`src/rtl/mux8_rr_arbiter.sv`:
```
// mux8_rr_arbiter: round-robin owner of an 8:1 mux select with bounded hold time
module mux8_rr_arbiter #(
    parameter int unsigned MAX_HOLD = 16
) (
    input  logic       clk,
    input  logic       rst_n,
    input  logic [7:0] req,
    output logic       S2,
    output logic       S1,
    output logic       S0,
    output logic [7:0] gnt,
    output logic       busy,
    output logic       preempt
);
    typedef enum logic {IDLE, OWN} state_t;
    localparam logic [7:0] MH = 8'(MAX_HOLD);
    state_t     state_q, state_d;
    logic [7:0] gnt_q, gnt_d;
    logic [2:0] sel_q, sel_d;
    logic [7:0] cnt_q, cnt_d;
    logic [2:0] last_q, last_d;
    logic       pre_q, pre_d;
    logic [7:0] cand;
    logic [2:0] idx, win_idx;
    logic       win_found, own_req, tmo;
    assign cand    = (state_q == OWN) ? (req & ~gnt_q) : req;
    assign own_req = |(req & gnt_q);
    assign tmo     = (MH != 8'd0) && (cnt_q == MH);
    assign {S2, S1, S0} = sel_q;
    assign gnt     = gnt_q;
    assign busy    = (state_q == OWN);
    assign preempt = pre_q;
    // first asserted candidate scanning upward from the slot after the last winner
    always_comb begin
        win_found = 1'b0;
        win_idx   = 3'd0;
        idx       = 3'd0;
        for (int k = 1; k <= 8; k++) begin
            idx = last_q + 3'(k);
            if (!win_found && cand[idx]) begin
                win_found = 1'b1;
                win_idx   = idx;
            end
        end
    end
    // grant / hold / hand-over / preempt decision for the next edge
    always_comb begin
        state_d = state_q;
        gnt_d   = gnt_q;
        sel_d   = sel_q;
        cnt_d   = cnt_q;
        last_d  = last_q;
        pre_d   = 1'b0;
        if (state_q == OWN && own_req && !(tmo && win_found)) begin
            cnt_d = (cnt_q == 8'hFF) ? cnt_q : cnt_q + 8'd1;
        end else if (win_found) begin
            state_d = OWN;
            gnt_d   = 8'd1 << win_idx;
            sel_d   = win_idx;
            cnt_d   = 8'd1;
            last_d  = win_idx;
            pre_d   = (state_q == OWN) && own_req;
        end else begin
            state_d = IDLE;
            gnt_d   = 8'd0;
            cnt_d   = 8'd0;
        end
    end
    // state and output registers; reset leaves priority with requester 0
    always_ff @(posedge clk or negedge rst_n) begin
        if (!rst_n) begin
            state_q <= IDLE;
            gnt_q   <= 8'd0;
            sel_q   <= 3'd0;
            cnt_q   <= 8'd0;
            last_q  <= 3'd7;
            pre_q   <= 1'b0;
        end else begin
            state_q <= state_d;
            gnt_q   <= gnt_d;
            sel_q   <= sel_d;
            cnt_q   <= cnt_d;
            last_q  <= last_d;
            pre_q   <= pre_d;
        end
    end
endmodule

```
`config.mk`:
```
export PLATFORM = sky130hd
export DESIGN_NAME = mux8_rr_arbiter
export DESIGN_NICKNAME = d
export VERILOG_FILES = /design/src/rtl/mux8_rr_arbiter.sv
export SDC_FILE = /design/constraint.sdc
export NUM_CORES = 1
export LEC_CHECK = 0
export CAP_MARGIN = 20
export CELL_PAD_IN_SITES_DETAIL_PLACEMENT = 1
export CELL_PAD_IN_SITES_GLOBAL_PLACEMENT = 2
export CORE_MARGIN = 2
export CORE_UTILIZATION = 32
export CTS_CLUSTER_DIAMETER = 100
export DETAILED_ROUTE_END_ITERATION = 8
export HOLD_SLACK_MARGIN = 0.1
export PLACE_DENSITY_LB_ADDON = 0.1
export SLEW_MARGIN = 15
export SYNTH_ARGS = -nofsm -noshare
export SYNTH_HDL_FRONTEND = slang
export SYNTH_SLANG_ARGS = --single-unit
```
`constraint.sdc`:
```
create_clock -name clk -period 3.22 [get_ports clk]
set_input_delay 0.322 -clock clk [delete_from_list [all_inputs] [get_ports clk]]
set_output_delay 0.322 -clock clk [all_outputs]
set_load 0.02 [all_outputs]
```
==> impl_metrics.ini, run 1 <==
[run_status]
outcome = complete, no violations

[logic_synthesis]
synth_ff_type = dfrtp_1
synth_cell_type_count = 64
syn_nets = 239
synth-edff-count = 0
syn_area_um2 = 2140
ys_ff_latch = 24
synth_top_cell_by_area = dfrtp_1
syn_inst = 225
synth_async_sr_flop_share_pct = 100
synth_top_cells_by_area = dfrtp_1, mux4_2, a21oi_1
yosys.area.top_type_share_pct = 24.5
yosysWarnings = 0
yosysMostFrequentCell = nor2_1
synth_area_per_cell_um2 = 9.53
synth_common_cells = nor2_1, dfrtp_1, a21oi_1
ys_seq_area_share_pct = 28.2

[clocking]
postCtsHoldBufs = 0
clock_sinks = 24
cts.clk_slew.worst_paths_ps = 100
cts_tree = done
clock_latency_ps = 270
clockBufferDepth = 2
cts_max_level = 1
cts_root_buf = clkbuf_8
cts_made_buffers = 3

[timing]
max_freq_ghz = 0.319
setup_ws_ps = 83.0
maxSlewViolCount = 0
hold_viol = 0
finalSetupViolations = 0
skew_ps = 3.85
finalCritPeriodShare_pct = 97.4
maxSlewHeadroom_pct = 66.0
worst_slew_pin_slew_ps = 498
hold_ws_ps = 341
finalCriticalPeriod_ps = 3140

[worst_setup_path]
ff2ff_setup_slack_ps = 80
critPathKind = reg -> reg
crit_path_end_kind = register
cp_data_arrival_time_ps = 3310
crit_path_top_delay_cell = dfstp_2
crit_required_ps = 3390
path_cells = buf_12 -> mux2_2 -> a21o_2 -> mux4_2 -> nor3b_2 -> and2b_2 -> a221o_1 -> a32o_1
cp_top_family = compound AO/OA/AOI/OAI gates
cp_max_fo = 10
worst_setup_path_start_kind = register
cpPeakStageDelay_ps = 610
critPathBufInv = 1

[detailed_routing]
wire_per_inst_um = 20.2
drc = 0
drtIter0Drc = 93
viasPerCell = 5.90
vias = 2024
wirelength_um = 6940
dr.pass1.iters = 4
ant_nets = 0

[die]
fp.coreArea_um2 = 6420
die_w_um = 85.9
io_pins = 23
rows = 29
die_h_um = 85.9
dieArea_um2 = 7370
initial_core_util_pct = 33.4

[final_layout]
num-nets-final = 281
syn_to_final_growth_pct = 28.8
drive_gt1_share_pct = 27.4
diodes = 0

[grt]
grtUsageTotal_pct = 19.2
grt_pass1_wl_um = 11000
grt_pass1_vias = 1982
gr-total-overflow = 0
grt_start_max_net_pins = 22
antenna_found_initial = 0

[placement]
port_buffers = 22
gp_congestion = 0.785
hpwl_um = 5350
dp_slack_ps = 27.5

[run]
cap_violations = 0

[hold_path]
hp-class = in -> async
==> layer usage <==
layer,share of wire [%],vias up,track usage [%]
met5,0,-,0
met3,1.8,2,1.64
met1,51,1042,30.0
li1,-,956,-
met4,0.35,0,3.61
met2,46,24,29.0
==> sequential cells by signal (all words and copies together) (netlist names) <==
name     cells
gnt          8
busy         1
preempt      1
sel_q        3
cnt_q        8
last_q       3
==> repair_timing <==
action                                  in CTS  in global routing
endpoints found under the setup margin       2                 21
setup buffers                                0                  2
resized for setup                            1                 14
gates cloned                                 0                  1
==> cells in the final DEF, fill, tap and decap left out, drive strengths merged, types with 4 or more instances in the layout <==
cell type      instances
buf                   26
nor2                  23
clkdlybuf4s50         22
dfrtp                 21
a21oi                 19
nand2                 14
mux2i                 11
o21ai                  9
mux2                   8
a21o                   8
mux4                   8
nand3                  6
inv                    5
a22oi                  5
xor2                   5
nor3                   5
nand4                  4
a32o                   4
a211oi                 4
and2                   4
ha                     4
clkbuf                 4
==> cell type report <==
cell class,count,area [µm²]
clock inverters,1,30.0
repair buffers,49,460
flip-flops and latches,24,604
inverters,6,22.5
multi-input cells,183,1510
clock buffers,3,41.3
well taps,77,96.3
fillers,752,3660
==> metrics by stage <==
stage | cell area (µm²) | util (%) | cells | setup TNS [ps]
after floorplan | 2140 | - | 225 | 0
after global placement | 2560 | 39.9 | 335 | 0
after detailed placement | 2570 | 40.1 | 336 | 0
after CTS | 2650 | 41.2 | 340 | 0
after global routing | 2760 | 43.0 | 343 | -13.1
final | 2760 | 43.0 | 343 | 0
==> final timing paths <==
kind,from,to,depth (start not counted)
max,last_q[0],gnt[3],8
min,rst_n,sel_q[1],1
max reg2reg,last_q[0],gnt[3],8
min reg2reg,sel_q[2],sel_q[2],2
max in group asynchronous,rst_n,last_q[1],2
min in group clk,sel_q[2],sel_q[2],2
==> kinds of logic (layout without fill, tap and decap cells) <==
family	after synthesis	in the layout	share of synthesized area, %
compound gates	75	75	25.3
xor+xnor	7	7	2.86
fa+ha+maj	4	4	2.33
buf+inv	18	59	5.08
flops	24	24	28.2
mux	27	27	18.8
simple gates	70	70	17.4
Power of run 1 is left out: the tool's default activity adds up to more than one toggle a clock period on the data nets, which glitch-free logic cannot reach.
==> inputs of run 2 (changes only) <==
- ABC_AREA: default -> 1
- CORE_UTILIZATION: 32 -> 29
==> run 2 against run 1 <==
  * Design area decreased by 13%
  * Core utilization down 7.4 points
  * Clock skew fell by 1.8 ps
  * Sequential cell count unchanged
  * Die area up 3.8%
  * Synthesized cell count is 28% higher
  * Critical path depth is 7 higher
  * Fmax increased by 10%
  * Global-route usage fell by 1.0 points
==> impl_metrics.ini, run 2 <==
[final_layout]
num-nets-final = 330
fillers = 880
syn_to_final_growth_pct = 18.9
final_core_util_pct = 35.6
layout_common_cells = nand2_1, nand3_1, inv_1, nor2_1, clkdlybuf4s50_1
drive_gt1_share_pct = 15.9
diodes = 0
layout_commonest_cell = nand2_1

[detailed_routing]
vias = 1997
wirelength_um = 6480
ant_nets = 0
wire_per_inst_um = 16.4
dr.pass1.iters = 4
drc = 0
drtIter0Drc = 59
viasPerCell = 5.06

[clocking]
cts.clk_slew.worst_paths_ps = 80
cts_max_level = 1
clockBufferDepth = 2
clock_latency_ps = 260
post_cts.repair.setup_buffers = 0
cts_root_buf = clkbuf_8
clock_sinks = 24
cts_resized = 0
postCtsHoldBufs = 0
cts_tree = done
cts_made_buffers = 3

[hold_path]
hp-class = in -> async

[logic_synthesis]
synth_area_per_cell_um2 = 7.02
synth_cell_type_count = 38
ys_ff_latch = 24
yosys.area.top_type_share_pct = 26.0
synth_top_cells_by_area = dfrtp_1, nand2_1, nand3_1
synth_ff_type = dfrtp_1
synth_common_cells = nand2_1, nand3_1, inv_1, nor2_1, dfrtp_1
synth_top_cell_by_area = dfrtp_1
synth-xor-area-share_pct = 4.15
synth_mux_area_share_pct = 0
yosysMostFrequentCell = nand2_1
ys_seq_area_share_pct = 29.9
synth_async_sr_flop_share_pct = 100
syn_inst = 288
yosys.area_share.simple_pct = 47.6
synth_top_family_by_area = simple AND/OR/NAND/NOR gates
synth-edff-count = 0
syn_nets = 302
yosysWarnings = 0
synth_compound_area_share_pct = 7.86
synthAdderAreaFrac_pct = 2.48
syn_area_um2 = 2020

[worst_setup_path]
cp_max_fo = 13
path_cells = inv_2 -> ha_1 -> inv_2 -> nand3_1 -> nand3_1 -> nand2_2 -> inv_2 -> nand4_4 -> nor2_8 -> nand3_1 -> nand3_1 -> nand2_1 -> clkinv_1 -> nand2_1 -> nand2_1
cp_common_cell = nand3_1
crit_required_ps = 3420
ff2ff_setup_slack_ps = 380
crit_path_top_delay_cell = dfstp_2
worst_setup_path_start_kind = register
critPathKind = reg -> reg
cp_data_arrival_time_ps = 3050
cpPeakStageDelay_ps = 540
crit_path_end_kind = register

[timing]
hold_viol = 0
skew_ps = 2.07
worst_slew_pin_slew_ps = 451
finalCritPeriodShare_pct = 88.3
finalSetupViolations = 0
finalCriticalPeriod_ps = 2840
grt_setup_unrepaired = no
tns_ps = 0
max_freq_ghz = 0.352
maxSlewViolCount = 0
maxSlewHeadroom_pct = 69.7

[die]
fp.coreArea_um2 = 6760
rows = 30
die_h_um = 87.5
initial_core_util_pct = 29.9
die_w_um = 87.5
dieArea_um2 = 7660
io_pins = 23

[grt]
grt_pass1_vias = 2132
grtUsageTotal_pct = 18.2
grt_pass1_wl_um = 10700
gr-total-overflow = 0
grt_start_max_net_pins = 24
antenna_found_initial = 0

[run_status]
outcome = complete, no violations

[placement]
gp_congestion = 0.840
port_buffers = 22
hpwl_um = 5370

[run]
cap_violations = 0
run 2: worst paths after layout:
path	startpoint	to	cells after the start
worst max-delay path	last_q[0]	gnt[3]	15
worst min-delay path	rst_n	cnt_q[6]	1
worst max register to register	last_q[0]	gnt[3]	15
worst min register to register	sel_q[0]	sel_q[0]	2
max in group asynchronous	rst_n	last_q[2]	2
min in group clk	sel_q[0]	sel_q[0]	2
run 2: cell families (layout without fill, tap and decap cells):
logic type	count (synthesis)	count (layout)
flops	24	24
buf+inv	37	64
simple gates	196	196
xor+xnor	7	7
compound gates	20	20
fa+ha+maj	4	4
run 2: stage by stage:
stage | cells | instance area, µm² | hold WS, ps | setup WS, ps
after detailed placement | 390 | 2340 | 482 | 377
after global placement | 390 | 2340 | 466 | 414
after CTS | 394 | 2390 | 508 | 362
after floorplan | 288 | 2020 | 26.4 | 558
after global routing | 395 | 2400 | 391 | 143
final | 395 | 2400 | 371 | 377
run 2: routing by layer:
| metal | vias to the layer above | GRT usage (%) | wire, µm |
|---|---|---|---|
| met2 | 18 | 32.0 | 3260 |
| met5 | - | 0 | 0 |
| met3 | 8 | 1.33 | 81 |
| met1 | 962 | 23.8 | 3020 |
| met4 | 0 | 5.31 | 119 |
| li1 | 1009 | - | - |
run 2: area by class of cell:
class                      instances  area, µm²  share of cell area [%]
multi-input combinational        227       1260                    52.3
tap                               80        100                    4.16
clock buffer                       4       45.0                    1.87
sequential                        24        604                    25.1
timing repair buffer              29        280                    11.7
inverter                          31        118                    4.89
run 2: worst max-delay path, delay by kind of cell, from the launching register on:
kind	cells	cell delay, ps
fa+ha+maj	1	460
buf+inv	4	460
flops	1	540
simple gates	10	1300
Power of run 2 is left out for the same reason.
